$ cat config.mk
export PLATFORM = sky130hd
export DESIGN_NAME = pll_lock_supervisor
export DESIGN_NICKNAME = d
export VERILOG_FILES = /design/src/rtl/pll_sup_pkg.sv /design/src/rtl/sync_1bit.sv /design/src/rtl/pll_lock_supervisor.sv
export SDC_FILE = /design/constraint.sdc
export NUM_CORES = 1
export LEC_CHECK = 0
export BUFFER_PORTS_ARGS = -buffer_cell sky130_fd_sc_hd__buf_2
export CAP_MARGIN = 20
export CELL_PAD_IN_SITES_DETAIL_PLACEMENT = 2
export CELL_PAD_IN_SITES_GLOBAL_PLACEMENT = 2
export CORE_MARGIN = 4
export CORE_UTILIZATION = 33
export DETAILED_ROUTE_END_ITERATION = 12
export PLACE_DENSITY_LB_ADDON = 0.12
export SLEW_MARGIN = 30
export SYNTH_ARGS = -nofsm -noshare
export SYNTH_HDL_FRONTEND = slang
export SYNTH_SLANG_ARGS = --single-unit
$ cat constraint.sdc
create_clock -name clk -period 2.7 [get_ports clk]
set_input_delay 0.135 -clock clk [delete_from_list [all_inputs] [get_ports clk]]
set_output_delay 0.135 -clock clk [all_outputs]
set_load 0.02 [all_outputs]
$ cat src/rtl/pll_sup_pkg.sv
// Shared definitions for the PLL lock supervisor.
// Holds the FSM state encoding so that status-register decode logic elsewhere can
// interpret the 2-bit 'state' output, plus small helpers for sizing the cycle counter.
package pll_sup_pkg;

    typedef enum logic [1:0] {
        StPllRst   = 2'd0,
        StWaitLock = 2'd1,
        StStable   = 2'd2,
        StRun      = 2'd3
    } pll_sup_state_e;

    function automatic int unsigned max3(input int unsigned a, input int unsigned b,
                                         input int unsigned c);
        int unsigned m;
        m = (a > b) ? a : b;
        return (m > c) ? m : c;
    endfunction

    // Width needed to count 0 .. max_cycles-1; never narrower than one bit.
    function automatic int unsigned cnt_width(input int unsigned max_cycles);
        return (max_cycles > 1) ? $clog2(max_cycles) : 1;
    endfunction

endpackage

$ cat src/rtl/sync_1bit.sv
// Two-flop synchroniser for a single asynchronous level input.
// Ports:
//   clk - destination clock
//   rst - synchronous active-high reset, clears both flops
//   d_i - asynchronous input
//   q_o - synchronised output, two cycles of latency
module sync_1bit (
    input  logic clk,
    input  logic rst,
    input  logic d_i,
    output logic q_o
);

    logic meta_q;
    logic sync_q;

    always_ff @(posedge clk) begin
        if (rst) begin
            meta_q <= 1'b0;
            sync_q <= 1'b0;
        end else begin
            meta_q <= d_i;
            sync_q <= meta_q;
        end
    end

    assign q_o = sync_q;

endmodule

$ cat src/rtl/pll_lock_supervisor.sv
// PLL lock supervisor: sequences PLL reset, waits for lock with timeout/retry, requires
// a stable lock window before releasing the system reset, and tracks lock loss.
// Ports:
//   clk          - free-running reference clock (not the PLL output)
//   rst          - synchronous active-high block reset
//   pll_locked   - raw PLL lock indication, asynchronous
//   force_relock - pulse, restarts the PLL reset sequence from any state
//   clr_status   - pulse, clears lock_lost and retry_cnt
//   pll_rst      - high while the PLL is held in reset
//   sys_rst      - active-high system reset, low only in RUN
//   state        - current FSM state (see pll_sup_pkg)
//   retry_cnt    - saturating count of lock timeouts
//   lock_lost    - sticky, set when lock drops while running
module pll_lock_supervisor
    import pll_sup_pkg::*;
#(
    parameter int unsigned PLL_RST_CYCLES = 16,
    parameter int unsigned LOCK_TIMEOUT   = 65536,
    parameter int unsigned STABLE_CYCLES  = 1024,
    parameter int unsigned RETRY_W        = 4
) (
    input  logic               clk,
    input  logic               rst,
    input  logic               pll_locked,
    input  logic               force_relock,
    input  logic               clr_status,
    output logic               pll_rst,
    output logic               sys_rst,
    output logic [1:0]         state,
    output logic [RETRY_W-1:0] retry_cnt,
    output logic               lock_lost
);

    localparam int unsigned CntW = cnt_width(max3(PLL_RST_CYCLES, LOCK_TIMEOUT, STABLE_CYCLES));
    localparam logic [CntW-1:0]    RstLast    = CntW'(PLL_RST_CYCLES - 1);
    localparam logic [CntW-1:0]    LockLast   = CntW'(LOCK_TIMEOUT - 1);
    localparam logic [CntW-1:0]    StableLast = CntW'(STABLE_CYCLES - 1);
    localparam logic [RETRY_W-1:0] RetryMax   = '1;

    pll_sup_state_e     state_q, state_d;
    logic [CntW-1:0]    cnt_q, cnt_d;
    logic [RETRY_W-1:0] retry_q, retry_d;
    logic               lock_lost_q, lock_lost_d;
    logic               locked_s;
    logic               retry_inc;
    logic               lost_set;

    sync_1bit u_lock_sync (
        .clk (clk),
        .rst (rst),
        .d_i (pll_locked),
        .q_o (locked_s)
    );

    // State register
    always_ff @(posedge clk) begin
        if (rst) begin
            state_q     <= StPllRst;
            cnt_q       <= '0;
            retry_q     <= '0;
            lock_lost_q <= 1'b0;
        end else begin
            state_q     <= state_d;
            cnt_q       <= cnt_d;
            retry_q     <= retry_d;
            lock_lost_q <= lock_lost_d;
        end
    end

    // Next-state logic
    always_comb begin
        state_d   = state_q;
        cnt_d     = cnt_q + CntW'(1);
        retry_inc = 1'b0;
        lost_set  = 1'b0;

        if (force_relock) begin
            // Overrides any coinciding timeout, so no retry is counted.
            state_d = StPllRst;
        end else begin
            unique case (state_q)
                StPllRst: begin
                    if (cnt_q == RstLast) state_d = StWaitLock;
                end
                StWaitLock: begin
                    if (locked_s) begin
                        state_d = StStable;
                    end else if (cnt_q == LockLast) begin
                        state_d   = StPllRst;
                        retry_inc = 1'b1;
                    end
                end
                StStable: begin
                    if (!locked_s) begin
                        state_d = StWaitLock;
                    end else if (cnt_q == StableLast) begin
                        state_d = StRun;
                    end
                end
                StRun: begin
                    cnt_d = cnt_q;
                    if (!locked_s) begin
                        state_d  = StPllRst;
                        lost_set = 1'b1;
                    end
                end
            endcase
        end

        // Counter restarts on every state change, and on a forced restart of PLL_RST.
        if (force_relock || (state_d != state_q)) cnt_d = '0;

        // Set/increment win over a coinciding clear.
        retry_d = retry_q;
        if (retry_inc) begin
            retry_d = (retry_q == RetryMax) ? retry_q : retry_q + RETRY_W'(1);
        end else if (clr_status) begin
            retry_d = '0;
        end

        lock_lost_d = lock_lost_q;
        if (lost_set) begin
            lock_lost_d = 1'b1;
        end else if (clr_status) begin
            lock_lost_d = 1'b0;
        end
    end

    // Moore outputs, decoded from registered state only
    always_comb begin
        pll_rst   = (state_q == StPllRst);
        sys_rst   = (state_q != StRun);
        state     = state_q;
        retry_cnt = retry_q;
        lock_lost = lock_lost_q;
    end

endmodule

==> results of run 1 <==
[cells by family (layout without fill, tap and decap cells)]
family                   after synthesis  in the layout
AND/OR/NAND/NOR                       83             83
XOR/XNOR                              15             15
multiplexers                           1              1
flip-flops                            25             25
AO/OA/AOI/OAI                         12             12
adder cells (fa/ha/maj)                2              2
buffers and inverters                 10             21
[registers in the layout (all words and copies together), names as in the netlist]
name	cells
u_lock_sync.q_o	1
u_lock_sync.meta_q	1
lock_lost	1
state	2
cnt_q	16
retry_cnt	4
[through the flow]
stage                     hold slack, ns    util  total power, mW
after detailed placement          0.3646  0.3791           0.4074
after global routing             0.09953  0.3932           0.6663
after CTS                        0.07333  0.3932           0.6442
final                            0.06907  0.3932           0.6321
after global placement            0.3503  0.3791           0.4059
after floorplan                   0.2632       -           0.3985
[worst reg2reg max path: stages, from the launching register on]
cell and delay (ns):
dfxtp_1 0.45, nand4_1 0.24, nor4_1 0.56, and3_1 0.39, mux2_2 0.39, o32ai_1 0.22
[synthesized netlist by cell type, drive strengths merged, types with 3 or more instances]
cell type | n | area, um2
nor2 | 26 | 97.59
dfxtp | 25 | 500.5
nand2 | 12 | 45.04
xnor2 | 10 | 87.58
nand3 | 9 | 45.04
nor4 | 9 | 56.30
nand4 | 6 | 37.54
clkbuf | 5 | 18.77
xor2 | 5 | 43.79
a21oi | 4 | 20.02
inv | 4 | 15.01
nand2b | 4 | 25.02
and3 | 3 | 18.77
and4 | 3 | 26.28
nor2b | 3 | 18.77
[cell usage in the layout (no fill, tap or decap), drive strengths merged]
cell type / count
a211oi: 1
a21oi: 4
and3: 3
and4: 3
buf: 13
clkbuf: 3
clkinvlp: 1
dfxtp: 25
ha: 2
inv: 4
mux2: 1
nand2: 12
nand2b: 4
nand3: 9
nand3b: 2
nand4: 6
nor2: 26
nor2b: 3
nor3: 2
nor3b: 1
nor4: 9
o21a: 1
o21ai: 2
o221a: 1
o22ai: 2
o32ai: 1
or2: 1
or4: 2
xnor2: 10
xor2: 5
[metal layers]
metal	up-vias	global-route usage
met3	10	0.04376
met4	0	0.07056
li1	537	-
met2	16	0.2714
met1	538	0.1890
met5	-	0
[layout make-up]
type                    instances  area share
well taps                      46     0.04220
flip-flops and latches         25      0.3670
multi-input cells             113      0.4963
clock buffers                   3     0.03028
inverters                       4     0.01101
clock inverters                 1    0.005505
repair buffers                 13     0.04771
[power by group]
group / switching, mW / total [mW] / internal [mW] / leakage (nW)
Combinational: 0.0155 / 0.0246 / 0.00919 / 0.243
Sequential: 0.00252 / 0.374 / 0.371 / 0.202
Clock: 0.129 / 0.234 / 0.105 / 0.0217
[path summary, 6_finish.rpt]
path,startpoint,end,depth (start not counted)
max,cnt_q[4],retry_cnt[1],5
min,pll_locked,u_lock_sync.meta_q,2
max reg2reg,cnt_q[4],retry_cnt[1],5
min reg2reg,u_lock_sync.meta_q,u_lock_sync.q_o,1
==> reports/metrics.cfg, run 1 <==
[sta]
worst_pin_slew_ns=0.5159
finalSetupViolCount=0
finalCritPeriodShare=0.8687
fin_setup_tns_ns=0
fin_crit_ns=2.346
slew_headroom=0.6529
maxSlewViolCount=0
setup_ws_ns=0.3544
finClkSkew_ns=0.006461
finalHoldViolCount=0
rsz0062_at_grt=false
timing.fmax_mhz=426.3

[place]
dp.cells=201
port_buffers=13
placed_cell_area_um2=1315
post-place-ws_ns=0.3273
hpwl_mm=2.508
gp_congestion=0.8026

[route]
ant_nets=0
wl_met1_mm=1.493
wl_met2_mm=1.598
met3WireLength_um=78
wire_per_inst_um=15.97
drc=0
dr.first_iter.drc_count=84
routed_wl_mm=3.274
highest_layer=met4
dr.pass1.iters=4
vias=1101
vias_per_cell=5.371

[die]
die_h_um=68.87
core_um2=3468
rows=21
io_pins=14
initial_core_util=0.3525
die_x_um=68.87
die_area_um2=4742

[setup_path]
end_kind=register
crit_fanout=7
required_ns=2.89
timing.critical_path.buf_inv=0
regToRegSetupSlack_ns=0.35
cp_data_arrival_time_ns=2.53
slowest_stage=nor4_1
cp_cell_sequence=nand4_1, nor4_1, and3_1, mux2_2, o32ai_1
cp_top_family=simple AND/OR/NAND/NOR gates
critPathKind=register to register
crit_path_max_incr_delay_ns=0.55
critPathLaunchType=register

[clocking]
path_clk_slew_ns=0.09
clk_latency_ns=0.28
cts_setup_buffers=0
cts_sinks=25
cts_tree=built
hold_buffers=0
cts_root_buffer=clkbuf_8
cts_resized=0
clockBufferDepth=2
cts_buffers=3
h-tree-depth=1

[cells_and_area]
fill_cells=428
seq_area_um2=500.5
nNetsFinal=167
multiInputGateArea_um2=676.9
syn_to_final_growth_pct=11.57
final_layout_size_suffix_gt1_frac=0.1384
final_area_um2=1364
num_antenna_cells=0
stdcell_count=205

[synth]
synth_edf_count=0
syn_inst=148
synth_xor_area_frac=0.1075
netlist_area_um2=1222
synthesis.nets=155
muxShareOfSynthArea=0.009212
yosys.area_share.simple=0.3501
syn_area_per_cell_um2=8.260
synth_ff_type=dfxtp_1
synth_top_family_by_area=simple AND/OR/NAND/NOR gates
synth_compound_area_frac=0.06653
ys_warn_count=0
synth_fa_ha_area_frac=0.02047
synthDistinctLibCells=31
async_flop_share=0
yosysSeqAreaShare=0.4094
ys_ff_latch=25

[pwr]
vdd_drop_max_v=0.0002572
power_per_cell_area_nw_per_um2=463.5
power_leakage_nw=0.4668

[global_route]
gr-usage-all-layers=0.1606
grt_pass1_vias=1172
grt_pass1_wl_mm=5.533
grt_max_degree=16
grt_overflow=0
grt_antenna_before_repair=0

[outcome]
outcome=finished, final reports clean

[hold_path]
min_path_type=primary input to register

[run]
max_cap_violations=0

Note: power is estimated with default switching activity, not from simulation.
==> run 2, diff against run 1 <==
--- a/config.mk
+++ b/config.mk
@@ -5,12 +5,13 @@
 export SDC_FILE = /design/constraint.sdc
 export NUM_CORES = 1
 export LEC_CHECK = 0
+export ABC_AREA = 1
 export BUFFER_PORTS_ARGS = -buffer_cell sky130_fd_sc_hd__buf_2
 export CAP_MARGIN = 20
 export CELL_PAD_IN_SITES_DETAIL_PLACEMENT = 2
 export CELL_PAD_IN_SITES_GLOBAL_PLACEMENT = 2
-export CORE_MARGIN = 4
-export CORE_UTILIZATION = 33
+export CORE_MARGIN = 10
+export CORE_UTILIZATION = 34
 export DETAILED_ROUTE_END_ITERATION = 12
 export PLACE_DENSITY_LB_ADDON = 0.12
 export SLEW_MARGIN = 30
==> reports/metrics.cfg, run 2 <==
[route]
wire_per_inst_um=13.93  ; -13%
dr.pass1.iters=4  ; unchanged
dr.first_iter.drc_count=42  ; -50%
vias_per_cell=4.835  ; -10%
drc=0  ; unchanged
ant_nets=0  ; unchanged
vias=1233  ; +12%
routed_wl_mm=3.552  ; +8.5%

[clocking]
cts_buffers=3  ; unchanged
h-tree-depth=1  ; unchanged
clk_latency_ns=0.27  ; about the same
cts_tree=built
clockBufferDepth=2  ; unchanged
cts_sinks=25  ; unchanged
hold_buffers=0  ; unchanged
cts_root_buffer=clkbuf_8
cts_setup_buffers=0  ; unchanged
path_clk_slew_ns=0.09  ; about the same
cts_resized=0  ; unchanged

[setup_path]
cp_cell_sequence=ha_1, nand3_1, inv_1, nand2_2, o21ai_2, nand2_2, nand3_2, nand3_4, nor2_1
slowest_stage=dfxtp_1
r2r_end=cnt_q[13]
end_kind=register
r2r_start=cnt_q[0]
worstRegToRegCells=9  ; +4
crit_path_max_incr_delay_ns=0.40  ; -0.15 ns
critPathLaunchType=register
timing.critical_path.buf_inv=1  ; +1
cp_top_family=simple AND/OR/NAND/NOR gates
required_ns=2.89  ; about the same
cp.depth=9  ; +4
regToRegSetupSlack_ns=0.76  ; +0.41 ns
crit_fanout=16  ; +9
cp_data_arrival_time_ns=2.13  ; -0.40 ns
crit_path_frequent_cell=nand2_2
cp-startpoint=cnt_q[0]
critPathKind=register to register
crit_end=cnt_q[13]

[sta]
fin_crit_ns=1.936  ; -0.4092 ns
fin_setup_tns_ns=0  ; unchanged
rsz0062_at_grt=false
setup_ws_ns=0.7636  ; +0.4092 ns
slew_headroom=0.7235  ; +0.07059
finalSetupViolCount=0  ; unchanged
finalHoldViolCount=0  ; unchanged
finClkSkew_ns=0.003864  ; -0.002597 ns
maxSlewViolCount=0  ; unchanged
finalCritPeriodShare=0.7172  ; -0.1516
worst_pin_slew_ns=0.4148  ; -0.1011 ns
timing.fmax_mhz=516.4  ; +21%

[pwr]
finalPower_mw=0.6294  ; -0.44%
clock_power_share=0.359  ; -0.011
seq_power_share=0.594  ; +0.003
net-switching-power_mw=0.1437  ; -2.0%
p_sw_frac=0.2284  ; -0.003686
power_leakage_nw=0.6022  ; +29%
p_int_mw=0.4856  ; about the same
comb_power_share=0.047  ; +0.008
power_per_cell_area_nw_per_um2=396.1  ; -15%
vdd_drop_max_v=0.0001437  ; -44%

[die]
die_area_um2=7268  ; +53%
io_pins=14  ; unchanged
die_h_um=85.25  ; +24%
die_x_um=85.25  ; +24%
core_um2=4058  ; +17%
rows=23  ; +9.5%
initial_core_util=0.3568  ; +0.004315

[synth]
synthTopCellsByCount=nand2_1 (35), nor2_1 (30), dfxtp_1 (25), inv_1 (21), nor2_4 (12)
ys_warn_count=0  ; unchanged
synth_top_area_frac=0.3457  ; -0.06369
netlist_top_cells_area=dfxtp_1 (35%), nor2_4 (9.3%), nand2_1 (9.1%)
synth_edf_count=0  ; unchanged
async_flop_share=0  ; unchanged
yosysTopAreaCell=dfxtp_1
synth_ff_type=dfxtp_1
netlist_area_um2=1448  ; +18%
synthDistinctLibCells=24  ; -23%
yosysSeqAreaShare=0.3457  ; -0.06369
syn_inst=190  ; +28%
syn_area_per_cell_um2=7.619  ; -7.8%
ys_ff_latch=25  ; unchanged
synth_most_common_cell=nand2_1
synthesis.nets=197  ; +27%

[place]
hpwl_mm=2.861  ; +14%
gp_congestion=0.7636  ; -4.9%
post-place-ws_ns=0.8102  ; +0.4829 ns
port_buffers=13  ; unchanged
dp.cells=251  ; +25%

[cells_and_area]
num_antenna_cells=0  ; unchanged
final_common_cell=nand2_1
stdcell_count=255  ; +24%
nNetsFinal=213  ; +28%
fin_util=0.3916  ; -0.001605
final_cell_mix=nand2_1 (35), nor2_1 (30), dfxtp_1 (25)
final_layout_size_suffix_gt1_frac=0.2585  ; +0.1202
regMostFlops=cnt_q
largest_reg_flops=16  ; unchanged
syn_to_final_growth_pct=9.766

[hold_path]
min_path_type=primary input to register
hold_depth=3  ; +1

[global_route]
grt_pass1_wl_mm=6.430  ; +16%
gr-usage-all-layers=0.1050  ; -0.05563
grt_pass1_vias=1389  ; +19%
grt_antenna_before_repair=0  ; unchanged
grt_overflow=0  ; unchanged
grt_max_degree=17  ; +1

[outcome]
outcome=finished, final reports clean

[run]
max_cap_violations=0  ; unchanged

==> run 2: kinds of logic after synthesis <==
family | share of synthesized area
fa+ha+maj | 0.01728
simple gates | 0.4166
flops | 0.3457
xor+xnor | 0.08470
compound gates | 0.05013
buf+inv | 0.08557
==> run 2: area by class of cell <==
cell class / instances / area [um2]
clock buffers: 4 / 45.04
fillers: 478 / 2469
inverters: 24 / 92.59
multi-input cells: 139 / 823.3
flip-flops and latches: 25 / 500.5
well taps: 50 / 62.56
repair buffers: 13 / 65.06
==> run 2: worst reg2reg max path, stage by stage, from the launching register on <==
cell and delay (ns):
dfxtp_1 0.40, ha_1 0.19, nand3_1 0.15, inv_1 0.16, nand2_2 0.11, o21ai_2 0.16, nand2_2 0.08, nand3_2 0.08
nand3_4 0.32, nor2_1 0.21
==> run 2: how the worst min path moves through the flow <==
stage               start  slack, ns                 end
2_1_floorplan  pll_locked       0.24  u_lock_sync.meta_q
3_3_place_gp   pll_locked       0.34  u_lock_sync.meta_q
3_5_place_dp   pll_locked       0.35  u_lock_sync.meta_q
4_1_cts        pll_locked       0.06  u_lock_sync.meta_q
5_1_grt        pll_locked       0.07  u_lock_sync.meta_q
6_report       pll_locked       0.06  u_lock_sync.meta_q
==> run 2: per-stage QoR <==
| step | hold WS, ns | area [um2] |
|---|---|---|
| after floorplan | 0.2420 | 1448 |
| after global placement | 0.3389 | 1544 |
| after detailed placement | 0.3498 | 1544 |
| after CTS | 0.05766 | 1589 |
| after global routing | 0.07106 | 1589 |
| final | 0.06301 | 1589 |
==> run 2: routing by layer <==
layer / vias to the layer above / part of all wire / track usage / routed length [um]
li1: 618 / - / - / -
met1: 602 / 0.43 / 0.1158 / 1544
met2: 11 / 0.53 / 0.1907 / 1870
met3: 2 / 0.032 / 0.02677 / 114
met4: 0 / 0.0062 / 0.03144 / 22
met5: - / 0 / 0 / 0
==> run 2: power groups by stage <==
| stage | Sequential (mW) | Clock (mW) | Combinational, mW |
|---|---|---|---|
| floorplan | 0.382 | 0 | 0.0257 |
| global placement | 0.382 | 0 | 0.0292 |
| detailed placement | 0.382 | 0 | 0.0305 |
| CTS | 0.374 | 0.239 | 0.0306 |
| global route | 0.374 | 0.256 | 0.0330 |
| finish | 0.374 | 0.226 | 0.0298 |
==> run 3, diff against run 2 <==
==> constraint.sdc (replaced) <==
create_clock -name clk -period 1.9 [get_ports clk]
set_input_delay 0.095 -clock clk [delete_from_list [all_inputs] [get_ports clk]]
set_output_delay 0.095 -clock clk [all_outputs]
set_load 0.02 [all_outputs]
==> reports/metrics.cfg, run 3 (synthesis results as in run 2) <==
[cells_and_area]
final_common_cell=nand2_1
fill_cells=484  ; +1.3%
syn_to_final_growth_pct=14.00
nNetsFinal=215  ; +0.94%
regMostFlops=cnt_q
num_antenna_cells=0  ; unchanged
final_cell_mix=nand2_1 (35), nor2_1 (30), dfxtp_1 (24)
largest_reg_flops=16  ; unchanged
fin_util=0.4067  ; +0.01511
final_layout_size_suffix_gt1_frac=0.2802  ; +0.02166

[clocking]
h-tree-depth=1  ; unchanged
cts_tree=built
clockBufferDepth=2  ; unchanged
cts_sinks=25  ; unchanged
cts_buffers=3  ; unchanged
path_clk_slew_ns=0.08  ; about the same
clk_latency_ns=0.27  ; about the same
cts_root_buffer=clkbuf_8
hold_buffers=0  ; unchanged

[sta]
timing.fmax_mhz=582.9  ; +13%
fin_crit_ns=1.715  ; -0.2209 ns
finalSetupViolCount=0  ; unchanged
maxSlewViolCount=0  ; unchanged
worst_pin_slew_ns=0.4808  ; +0.06599 ns
finalCritPeriodShare=0.9029  ; +0.1857
rsz0062_at_grt=false
finClkSkew_ns=0.001618  ; -0.002247 ns
finalHoldViolCount=0  ; unchanged
slew_headroom=0.6770  ; -0.04646
fin_setup_tns_ns=0  ; unchanged

[die]
die_x_um=85.25  ; unchanged
core_um2=4058  ; unchanged
die_area_um2=7268  ; unchanged
die_h_um=85.25  ; unchanged
initial_core_util=0.3568  ; unchanged
rows=23  ; unchanged
io_pins=14  ; unchanged

[route]
vias=1245  ; +0.97%
drc=0  ; unchanged
wire_per_inst_um=14.82  ; +6.4%
routed_wl_mm=3.810  ; +7.3%
vias_per_cell=4.844  ; +0.19%
dr.pass1.iters=4  ; unchanged
ant_nets=0  ; unchanged
dr.first_iter.drc_count=28  ; -33%

[global_route]
gr-usage-all-layers=0.1102  ; +0.005198
grt_overflow=0  ; unchanged
grt_max_degree=17  ; unchanged
grt_pass1_wl_mm=6.734  ; +4.7%
grt_pass1_vias=1411  ; +1.6%
grt_antenna_before_repair=0  ; unchanged

[setup_path]
crit_fanout=8  ; -8
timing.critical_path.buf_inv=2  ; +1
crit_path_max_incr_delay_ns=0.35  ; -0.05 ns
cp_top_family=simple AND/OR/NAND/NOR gates
cp_cell_sequence=ha_1, nand3_2, inv_2, nand2_2, o21ai_2, nand2_2, nand2_2, nand2_2, nand3_4, clkbuf_16, nor2_4
critPathLaunchType=register
end_kind=register
required_ns=2.07  ; -0.82 ns
critPathKind=register to register
slowest_stage=dfxtp_2
crit_path_frequent_cell=nand2_2
cp_data_arrival_time_ns=1.88  ; -0.25 ns

[pwr]
clock_power_share=0.353  ; -0.006
finalPower_mw=0.9028  ; +43%
comb_power_share=0.059  ; +0.012
net-switching-power_mw=0.2035  ; +42%
power_per_cell_area_nw_per_um2=547.0  ; +38%
seq_power_share=0.588  ; -0.006
vdd_drop_max_v=0.0002215  ; +54%
p_int_mw=0.6993  ; +44%
power_leakage_nw=0.6238  ; +3.6%
p_sw_frac=0.2254  ; -0.002984

[place]
gp_congestion=0.7629  ; about the same
port_buffers=13  ; unchanged
hpwl_mm=2.940  ; +2.8%

[outcome]
outcome=finished, final reports clean

[run]
max_cap_violations=0  ; unchanged

[hold_path]
min_path_type=primary input to register

==> run 3: cell count changes in the layout (fill, tap and decap cells not counted), sizes merged <==
cell / previous run / this run
clkbuf: 4 / 5
buf: 13 / 14
==> run 3: per-layer routing <==
metal,routed length (um),track usage,share of wire,vias up
li1,-,-,-,620
met1,1696,0.1249,0.45,606
met2,1966,0.1962,0.52,14
met3,91,0.02581,0.024,5
met4,56,0.03593,0.015,0
met5,0,0,0,-
==> run 3: worst min-delay path: stages <==
cell and delay, ns:
buf_2 0.10, inv_1 0.04, nor2_1 0.03
==> run 3: path summary, 6_finish.rpt <==
| path | start | endpoint | slack [ns] | cells past startpoint |
|---|---|---|---|---|
| max reg2reg | cnt_q[0] | cnt_q[2] | 0.18 | 11 |
| min | pll_locked | u_lock_sync.meta_q | 0.02 | 3 |
| max | cnt_q[0] | cnt_q[2] | 0.18 | 11 |
| min reg2reg | u_lock_sync.meta_q | u_lock_sync.q_o | 0.41 | 2 |
==> run 3: metrics by stage <==
| stage | cell area [um2] | instances | hold slack, ns | setup slack, ns |
|---|---|---|---|---|
| finish | 1650 | 257 | 0.02262 | 0.1845 |
| global route | 1650 | 257 | 0.03212 | 0.003473 |
| CTS | 1609 | 256 | 0.01592 | 0.09031 |
| detailed placement | 1564 | 252 | 0.3098 | 0.1190 |
| global placement | 1564 | 252 | 0.2985 | 0.2446 |
| floorplan | 1448 | 190 | 0.2020 | 0.2310 |
==> run 3: repair_timing <==
item	in CTS	in global routing
buffers inserted	0	0
hold endpoints to repair	0	0
endpoints found under the setup margin	0	20
gates resized for setup	0	5
==> run 3: layout make-up <==
class / count / area [um2] / area share
Clock buffer: 4 / 45.04 / 0.02729
Multi-Input combinational cell: 139 / 838.3 / 0.5080
Timing Repair Buffer: 15 / 110.1 / 0.06672
Inverter: 24 / 92.59 / 0.05610
Sequential cell: 25 / 501.7 / 0.3040
Tap cell: 50 / 62.56 / 0.03791
==> run 3: power groups by stage <==
stage / Sequential (mW) / Clock [mW] / Combinational [mW]
floorplan: 0.542 / 0 / 0.0365
global placement: 0.543 / 0 / 0.0463
detailed placement: 0.543 / 0 / 0.0485
CTS: 0.531 / 0.340 / 0.0487
global route: 0.532 / 0.359 / 0.0591
finish: 0.531 / 0.319 / 0.0534
